### config.mk
export PLATFORM = sky130hd
export DESIGN_NAME = register_file_ext
export DESIGN_NICKNAME = d
export VERILOG_FILES = /design/src/rtl/register_file_ext_pkg.sv /design/src/rtl/register_file_bank.sv /design/src/rtl/register_file_ext.sv
export SDC_FILE = /design/constraint.sdc
export NUM_CORES = 1
export LEC_CHECK = 0
export CAP_MARGIN = 10
export CORE_ASPECT_RATIO = 0.6
export CORE_MARGIN = 2
export CORE_UTILIZATION = 58
export CTS_BUF_LIST = sky130_fd_sc_hd__clkbuf_4 sky130_fd_sc_hd__clkbuf_8 sky130_fd_sc_hd__clkbuf_16
export CTS_CLUSTER_DIAMETER = 150
export DETAILED_ROUTE_END_ITERATION = 16
export GPL_TIMING_DRIVEN = 0
export PLACE_DENSITY = 0.76
export SETUP_SLACK_MARGIN = 0.1
export SLEW_MARGIN = 20
export SYNTH_ARGS = -nofsm -noshare
export SYNTH_HDL_FRONTEND = slang
export SYNTH_SLANG_ARGS = --single-unit
### constraint.sdc
create_clock -name clk_i -period 2.5 [get_ports clk_i]
set_clock_uncertainty 0.15 [all_clocks]
set_input_delay 0.25 -clock clk_i [delete_from_list [all_inputs] [get_ports clk_i]]
set_output_delay 0.25 -clock clk_i [all_outputs]
set_load 0.1 [all_outputs]
### src/rtl/register_file_ext_pkg.sv
// Shared types and helpers for the multi-port register file.
package register_file_ext_pkg;

   typedef enum logic {
      CLEAR = 1'b0,
      IDLE  = 1'b1
   } state_t;

   function automatic int unsigned strb_width(input int unsigned data_width,
                                              input int unsigned byte_width);
      return data_width / byte_width;
   endfunction

endpackage

### src/rtl/register_file_bank.sv
// Storage array with one byte-strobed synchronous write port and N combinational read ports.
module register_file_bank
   import register_file_ext_pkg::*;
#(
   parameter int unsigned ADDR_WIDTH = 4,
   parameter int unsigned DATA_WIDTH = 32,
   parameter int unsigned BYTE_WIDTH = 8,
   parameter int unsigned READ_PORTS = 2
) (
   input  logic                                  clk_i,
   input  logic                                  write_en_i,
   input  logic [ADDR_WIDTH-1:0]                 write_address_i,
   input  logic [DATA_WIDTH-1:0]                 write_data_i,
   input  logic [DATA_WIDTH/BYTE_WIDTH-1:0]      write_strb_i,
   input  logic [READ_PORTS-1:0][ADDR_WIDTH-1:0] read_address_i,
   output logic [READ_PORTS-1:0][DATA_WIDTH-1:0] read_data_o
);

   localparam int unsigned DEPTH      = 1 << ADDR_WIDTH;
   localparam int unsigned STRB_WIDTH = strb_width(DATA_WIDTH, BYTE_WIDTH);

   logic [DATA_WIDTH-1:0] mem [DEPTH];

   // Contents are intentionally not reset; the clear sequencer defines them.
   always_ff @(posedge clk_i) begin
      if (write_en_i) begin
         for (int unsigned b = 0; b < STRB_WIDTH; b++) begin
            if (write_strb_i[b]) begin
               mem[write_address_i][b*BYTE_WIDTH +: BYTE_WIDTH] <=
                  write_data_i[b*BYTE_WIDTH +: BYTE_WIDTH];
            end
         end
      end
   end

   always_comb begin
      for (int unsigned p = 0; p < READ_PORTS; p++) begin
         read_data_o[p] = mem[read_address_i[p]];
      end
   end

endmodule

### src/rtl/register_file_ext.sv
// Multi-read-port register file with strobed writes, optional registered reads
// with write-first bypass, and a sequencer that clears every entry after reset.
module register_file_ext
   import register_file_ext_pkg::*;
#(
   parameter int unsigned           ADDR_WIDTH      = 4,
   parameter int unsigned           DATA_WIDTH      = 32,
   parameter int unsigned           BYTE_WIDTH      = 8,
   parameter int unsigned           READ_PORTS      = 2,
   parameter bit                    REGISTERED_READ = 1'b1,
   parameter logic [DATA_WIDTH-1:0] CLEAR_VALUE     = '0
) (
   input  logic                                  clk_i,
   input  logic                                  rst_ni,
   input  logic                                  clear_i,
   output logic                                  busy_o,
   input  logic                                  write_en_i,
   input  logic [ADDR_WIDTH-1:0]                 write_address_i,
   input  logic [DATA_WIDTH-1:0]                 write_data_i,
   input  logic [DATA_WIDTH/BYTE_WIDTH-1:0]      write_strb_i,
   output logic                                  write_dropped_o,
   input  logic [READ_PORTS-1:0]                 read_en_i,
   input  logic [READ_PORTS-1:0][ADDR_WIDTH-1:0] read_address_i,
   output logic [READ_PORTS-1:0][DATA_WIDTH-1:0] read_data_o,
   output logic [READ_PORTS-1:0]                 read_valid_o
);

   localparam int unsigned          STRB_WIDTH = strb_width(DATA_WIDTH, BYTE_WIDTH);
   localparam logic [ADDR_WIDTH-1:0] LAST_ADDR = '1;

   if ((DATA_WIDTH % BYTE_WIDTH) != 0 || READ_PORTS < 1) begin : g_bad_cfg
      $error("register_file_ext: DATA_WIDTH must be a multiple of BYTE_WIDTH and READ_PORTS >= 1");
   end

   state_t                  state;
   logic [ADDR_WIDTH-1:0]   clear_cnt;
   logic                    write_accept_c;
   logic                    bank_we_c;
   logic [ADDR_WIDTH-1:0]   bank_addr_c;
   logic [DATA_WIDTH-1:0]   bank_data_c;
   logic [STRB_WIDTH-1:0]   bank_strb_c;
   logic [READ_PORTS-1:0][DATA_WIDTH-1:0] bank_rdata;

   assign busy_o         = (state == CLEAR);
   assign write_accept_c = (state == IDLE) && !clear_i && write_en_i;

   // Clear sequencer owns the write port while busy.
   always_comb begin
      bank_we_c   = write_accept_c;
      bank_addr_c = write_address_i;
      bank_data_c = write_data_i;
      bank_strb_c = write_strb_i;
      if (state == CLEAR) begin
         bank_we_c   = 1'b1;
         bank_addr_c = clear_cnt;
         bank_data_c = CLEAR_VALUE;
         bank_strb_c = '1;
      end
   end

   always_ff @(posedge clk_i or negedge rst_ni) begin
      if (!rst_ni) begin
         state           <= CLEAR;
         clear_cnt       <= '0;
         write_dropped_o <= 1'b0;
      end else begin
         write_dropped_o <= write_en_i && (busy_o || clear_i);
         case (state)
            CLEAR: begin
               clear_cnt <= clear_cnt + ADDR_WIDTH'(1);
               if (clear_cnt == LAST_ADDR) begin
                  state <= IDLE;
               end
            end
            IDLE: begin
               if (clear_i) begin
                  state     <= CLEAR;
                  clear_cnt <= '0;
               end
            end
         endcase
      end
   end

   register_file_bank #(
      .ADDR_WIDTH (ADDR_WIDTH),
      .DATA_WIDTH (DATA_WIDTH),
      .BYTE_WIDTH (BYTE_WIDTH),
      .READ_PORTS (READ_PORTS)
   ) u_bank (
      .clk_i           (clk_i),
      .write_en_i      (bank_we_c),
      .write_address_i (bank_addr_c),
      .write_data_i    (bank_data_c),
      .write_strb_i    (bank_strb_c),
      .read_address_i  (read_address_i),
      .read_data_o     (bank_rdata)
   );

   if (REGISTERED_READ) begin : g_reg_read
      logic [READ_PORTS-1:0][DATA_WIDTH-1:0] bypass_c;

      // Write-first: merge this cycle's accepted write into a colliding read.
      always_comb begin
         for (int unsigned p = 0; p < READ_PORTS; p++) begin
            bypass_c[p] = bank_rdata[p];
            if (write_accept_c && (write_address_i == read_address_i[p])) begin
               for (int unsigned b = 0; b < STRB_WIDTH; b++) begin
                  if (write_strb_i[b]) begin
                     bypass_c[p][b*BYTE_WIDTH +: BYTE_WIDTH] =
                        write_data_i[b*BYTE_WIDTH +: BYTE_WIDTH];
                  end
               end
            end
         end
      end

      always_ff @(posedge clk_i or negedge rst_ni) begin
         if (!rst_ni) begin
            read_data_o  <= '0;
            read_valid_o <= '0;
         end else begin
            for (int unsigned p = 0; p < READ_PORTS; p++) begin
               read_valid_o[p] <= read_en_i[p] && !busy_o;
               if (read_en_i[p] && !busy_o) begin
                  read_data_o[p] <= bypass_c[p];
               end
            end
         end
      end
   end else begin : g_comb_read
      assign read_data_o  = bank_rdata;
      assign read_valid_o = read_en_i & {READ_PORTS{!busy_o}};
   end

endmodule

Yosys cells after proc, flatten, opt, wreduce, memory -nomap -nowiden
Memory sizes are Yosys's and may differ from the RTL's.
Index checks and enable logic that the tools add are counted.
Widths: inputs -> output; s select.
- memories: 1
- logic and storage cells: 53
- memory bits (writable): 512
- register bits: 72
- input port bits: 54
- muxes and demuxes: 31
- reductions and logical operators: 9
- eq/ne operators: 4
- bitwise operators: 1
- add/subtract/negate cells: 1
- memory list (name ; words ; width ; read ports ; clocked after memory_dff ; wr ports ; RTL line ; text):
    u_bank.mem ; 16 ; 32 ; 2 ; 0 ; 1 ; register_file_bank.sv:22 ; logic [DATA_WIDTH-1:0] mem [DEPTH];
- operator list (cell ; number):
    $mux 32 ; 3
    $mux 8 ; 8
    $mux 1 ; 15
    $mux 4 ; 3
    $eq 4x4->1 ; 2
    $pmux 4 s2 ; 1
    $logic_and 1x1->1 ; 7
    $add 4x1->4 const B ; 1
    $eq 4x4->1 const B ; 1
    $ne 2x2->1 const B ; 1
    $pmux 1 s2 ; 1
    $logic_not 1->1 ; 1
    $logic_or 1x1->1 ; 1
    $not 1->1 ; 1

Logic depth before layout (Yosys ltp)
- word-level depth: 6
- depth in mapped cells: 7

Cells and area by module
A second synthesis with hierarchy kept.
- cell total of the unflattened synthesis: 1608
- area total of the unflattened synthesis: 27116.0 sq um
- modules (own cells, without submodules) (module ; area an instance (sq um) ; cells an instance ; times used):
    register_file_bank ; 23168.5 ; 1148 ; 1
    register_file_ext ; 3947.5 ; 460 ; 1

Least setup slack after synthesis
Ideal clock, no wire load.
- path type: reg2reg
- from: register state
- to: memory u_bank.mem[10][16] (enable)
- path slack: -0.450 ns
- data arrival time: 2.429 ns
- library setup time: 0.370 ns
- data required time: 1.980 ns
- stages on the path, launching flop included: 6
- clock period less this slack: 2.950 ns
- path buffers: 2
- path through: dfrtp_1 inv_1 clkbuf_1 nor2_1 buf_2 nor2_1
- word-level cells in the longest chain between the ends: 5
- elaborated cells between the ends (all ways): 8
- classes of those cells: 6 x mux; 2 x reduce/logical
- RTL lines (what ; RTL line ; text):
    start: declaration ; register_file_ext.sv:35 ; state_t state;
    start signal: assignment ; register_file_ext.sv:63 ; state <= CLEAR;
    start signal: assignment ; register_file_ext.sv:72 ; state <= IDLE;
    start signal: assignment ; register_file_ext.sv:77 ; state <= CLEAR;
    $logic_and 1x1->1 (2 in a row) ; register_file_ext.sv:45 ; assign write_accept_c = (state == IDLE) && !clear_i && write_en_i;
    $mux 1 ; register_file_ext.sv:53 ; if (state == CLEAR) begin
    $mux 1 ; register_file_bank.sv:26 ; if (write_en_i) begin
    $mux 1 (implied by the code) ; register_file_bank.sv:29 ; mem[write_address_i][b*BYTE_WIDTH +: BYTE_WIDTH] <=
    end: declaration ; register_file_bank.sv:22 ;
Several ways; a longest one is shown, not always the timed one.

Worst setup path after layout
- from: input read_address_i[2] in the netlist's numbering
- to: register read_data_o[16] in the netlist's numbering
- word-level cells in the longest chain between the ends: 3
- elaborated cells between the ends (all ways): 5
- classes of those cells: 1 x eq/ne; 2 x mux; 1 x reduce/logical; 1 x memory
- RTL lines (what ; RTL line ; text):
    start: declaration ; register_file_ext.sv:23 ; input logic [READ_PORTS-1:0][ADDR_WIDTH-1:0] read_address_i,
    $mem_v2 16x32 or $eq 4x4->1 (tied branches) ; -- ;
    $mux 8 or $logic_and 1x1->1 (tied branches) ; register_file_ext.sv:109, register_file_ext.sv:107 ;
    $mux 32 (*) ; register_file_ext.sv:107 ; if (write_accept_c && (write_address_i == read_address_i[p])) begin
    end signal: indexed assignment ; register_file_ext.sv:126 ; read_data_o[p] <= bypass_c[p];
    end: declaration ; register_file_ext.sv:24 ; output logic [READ_PORTS-1:0][DATA_WIDTH-1:0] read_data_o,
Every way passes the cells marked *; elsewhere a longest branch is shown, timed or not.
A chain may end at the register's enable or synchronous reset.

==> out/results.tsv <==
stage	metric	value	unit
run_status	status	complete, but fails checks	
run_status	violations	setup timing	
sta	fmax	371	MHz
layout	layout_commonest_cell	edfxtp_1	
floorplanning	start_util	58.7	%
critical_path	reg2reg_depth	8	
floorplanning	die-area	0.0486	sq mm
synth	synth.area.top_cells	edfxtp_1 (57%), mux4_2 (21%), dfrtp_1 (6.6%)	
global_routing	grt_pass1_vias	18800	
routing	vias	19500	
layout	final_cell_mix	edfxtp_1 (512), mux4_2 (256), a22oi_1 (128)	
sta	setup_tns	-1.47	ns
floorplanning	fp.dieW	283	um
synth	netlist_instances	1542	
sta	setup_violations	16	
synth	synth_top_cell_by_area	edfxtp_1	
global_routing	grt_use_total	38.8	%
clock_tree	cts-root-buf	clkbuf_16	
clock_tree	clock_latency	0.63	ns
floorplanning	core	0.0463	sq mm
routing	dr.first_iter.drc_count	4550	
sta	setup_ws	-0.197	ns
layout	syn_to_final_growth	22.0	%
min_path	hold_class	input port to asynchronous set/reset pin	
critical_path	required	2.85	ns
floorplanning	io_pins	122	
critical_path	critPathKind	input port to flop	
clock_tree	cts-buffers-inserted	52	
layout	drive_gt1_share	36.0	%
routing	via_per_inst	7.88	
synth	yosys_warnings	0	
synth	syn_nets	1597	
routing	dr.pass1.iters	9	
layout	final_core_util	71.6	%
clock_tree	cts.sinks	584	
floorplanning	die_y	172	um
sta	rsz0062_at_grt	true	
power	p_per_area	1170	mW/mm^2
placement	port_buffers	117	
routing	drc_errors	0	
flow_run	cap_violations	0	
synth	ys_seq_elements	584	
global_routing	grt_pass1_wl	132000	um
critical_path	start_kind	input port	
synth	seq_area_frac_synth	63.3	%
clock_tree	cts_tree	built	
clock_tree	ctsHtreeMaxLevel	2	
power	leakage	11.3	nW
placement	place_hpwl	59200	um
global_routing	grt-ovfl-total	0	
global_routing	grt_max_degree	38	
critical_path	crit_fanout	10	
sta	layout_min_cycle_time	2.70	ns
routing	ant_nets	0	
sta	tightest_slew	1.14	ns
sta	hold_viol	0	
sta	fin_crit_sh	108	%
critical_path	critPathCaptureType	flop	
power	vdd_drop_max	1.37	mV
global_routing	antenna_found_initial	0	
placement	place.gp.congestion	0.975	
clock_tree	clkSlewWorstSetupHoldPaths	0.06	ns
clock_tree	clock_path_buffers	3	
layout	nets	1863	
sta	slew_headroom	24.2	%
synth	ys_types	29	
routing	wl	95900	um
synth	synth_top_area_share	56.6	%
critical_path	arrival	3.05	ns
layout	num_antenna_cells	0	
synth	syn_avg_cell_area	17.6	sq um
sta	finalMaxSlewViolations	0	
routing	routedWlPerCell	38.7	um
synth	syn_area	0.0271	sq mm
floorplanning	placement_rows	61	
[synth_stat cells]
library cell and count:
nor4_4 2, o32ai_1 2, a31oi_1 64, buf_6 21, o31ai_1 2, ha_1 1
nand2_1 20, a21o_1 1, nand3_1 67, buf_2 38, xnor2_1 1, buf_4 13
edfxtp_1 512, dfrtp_1 72, nor2_1 136, a41o_1 1, a32o_1 2, nor2b_1 6
nand2b_1 2, and2_1 36, xor2_1 9, inv_1 3, or3_1 2, mux4_2 256
o21ai_0 4, a22oi_1 128, and3_1 4, a22o_1 65, clkbuf_1 72
[sequential cells by signal, indices dropped and copies added, names as in the netlist]
| register | flops |
|---|---|
| u_bank.mem | 512 |
| read_data_o | 64 |
| clear_cnt | 4 |
| read_valid_o | 2 |
| state | 1 |
| write_dropped_o | 1 |
[critical path: stages]
cell and delay (ns):
clkdlybuf4s50_1 0.65, nor2b_1 0.27, clkbuf_1 0.36, clkbuf_1 0.85, a22oi_1 0.17, a22o_1 0.29
a31oi_1 0.20
[path summary, 6_finish.rpt]
kind / from / end / slack [ns]
max in group asynchronous: rst_ni / read_data_o[50]$_DFFE_PN0P_ / 1.46
max reg2reg: state$_DFF_PN0_ / u_bank.mem[3][20]$_DFFE_PP_ / 0.01
max: read_address_i[2] / read_data_o[16]$_DFFE_PN0P_ / -0.20
min reg2reg: read_data_o[10]$_DFFE_PN0P_ / read_data_o[10]$_DFFE_PN0P_ / 0.41
min: rst_ni / read_data_o[5]$_DFFE_PN0P_ / 0.04
min in group clk_i: write_data_i[5] / read_data_o[37]$_DFFE_PN0P_ / 0.12
[where the power goes]
part | internal (W) | total (W) | switching, W
Clock | 0.00519 | 0.00904 | 0.00385
Sequential | 0.0137 | 0.0149 | 0.00129
Combinational | 0.00454 | 0.0146 | 0.0101
[stage by stage]
stage	power, W	setup slack, ns	hold WS, ns	std cells	area (sq um)
2_1_floorplan	0.0228	0.0514	-0.196	1542	27200
3_3_place_gp	0.0265	-1.86	0.394	2289	29100
3_5_place_dp	0.0269	-1.22	0.122	2290	29100
4_1_cts	0.0373	0.102	0.0327	2472	32900
5_1_grt	0.0392	0.00843	0.0907	2482	33100
6_report	0.0386	-0.197	0.0393	2482	33100
[final cells by class]
class / instances / area [sq um]
inverters: 3 / 11.3
well taps: 630 / 788
flip-flops and latches: 584 / 17200
clock inverters: 28 / 404
clock buffers: 70 / 1470
plain buffers: 144 / 880
multi-input cells: 811 / 9820
repair buffers: 212 / 2560
fillers: 2745 / 13100
[cells by family after synthesis]
logic type	Yosys count	synth area share, %
DFF	584	63.3
and+or+nand+nor	275	4.70
AOI/OAI and AO/OA	269	7.44
muxes	256	21.2
buffers and inverters	147	2.97
xor gates and xnor gates	10	0.323
adders and majority gates	1	0.0461
[timing repair]
action / 4_1_cts / 5_1_grt
resized for setup: 263 / 64
setup endpoints to repair: 1122 / 559
buffers inserted: 83 / 10
hold endpoints to repair: 72 / 0
cloned: 0 / 0
pin swaps: 61 / 13
hold buffers: 1 / 0
[per-layer routing]
layer  wire length (um)  global-route usage [%]  share of wire, %
met2              40300                    55.0                42
met1              31600                    52.6                33
met3              17900                    16.7                19
met5                  0                       0                 0
met4               6200                    18.0               6.5
Note: power is estimated with default switching activity, not from simulation.
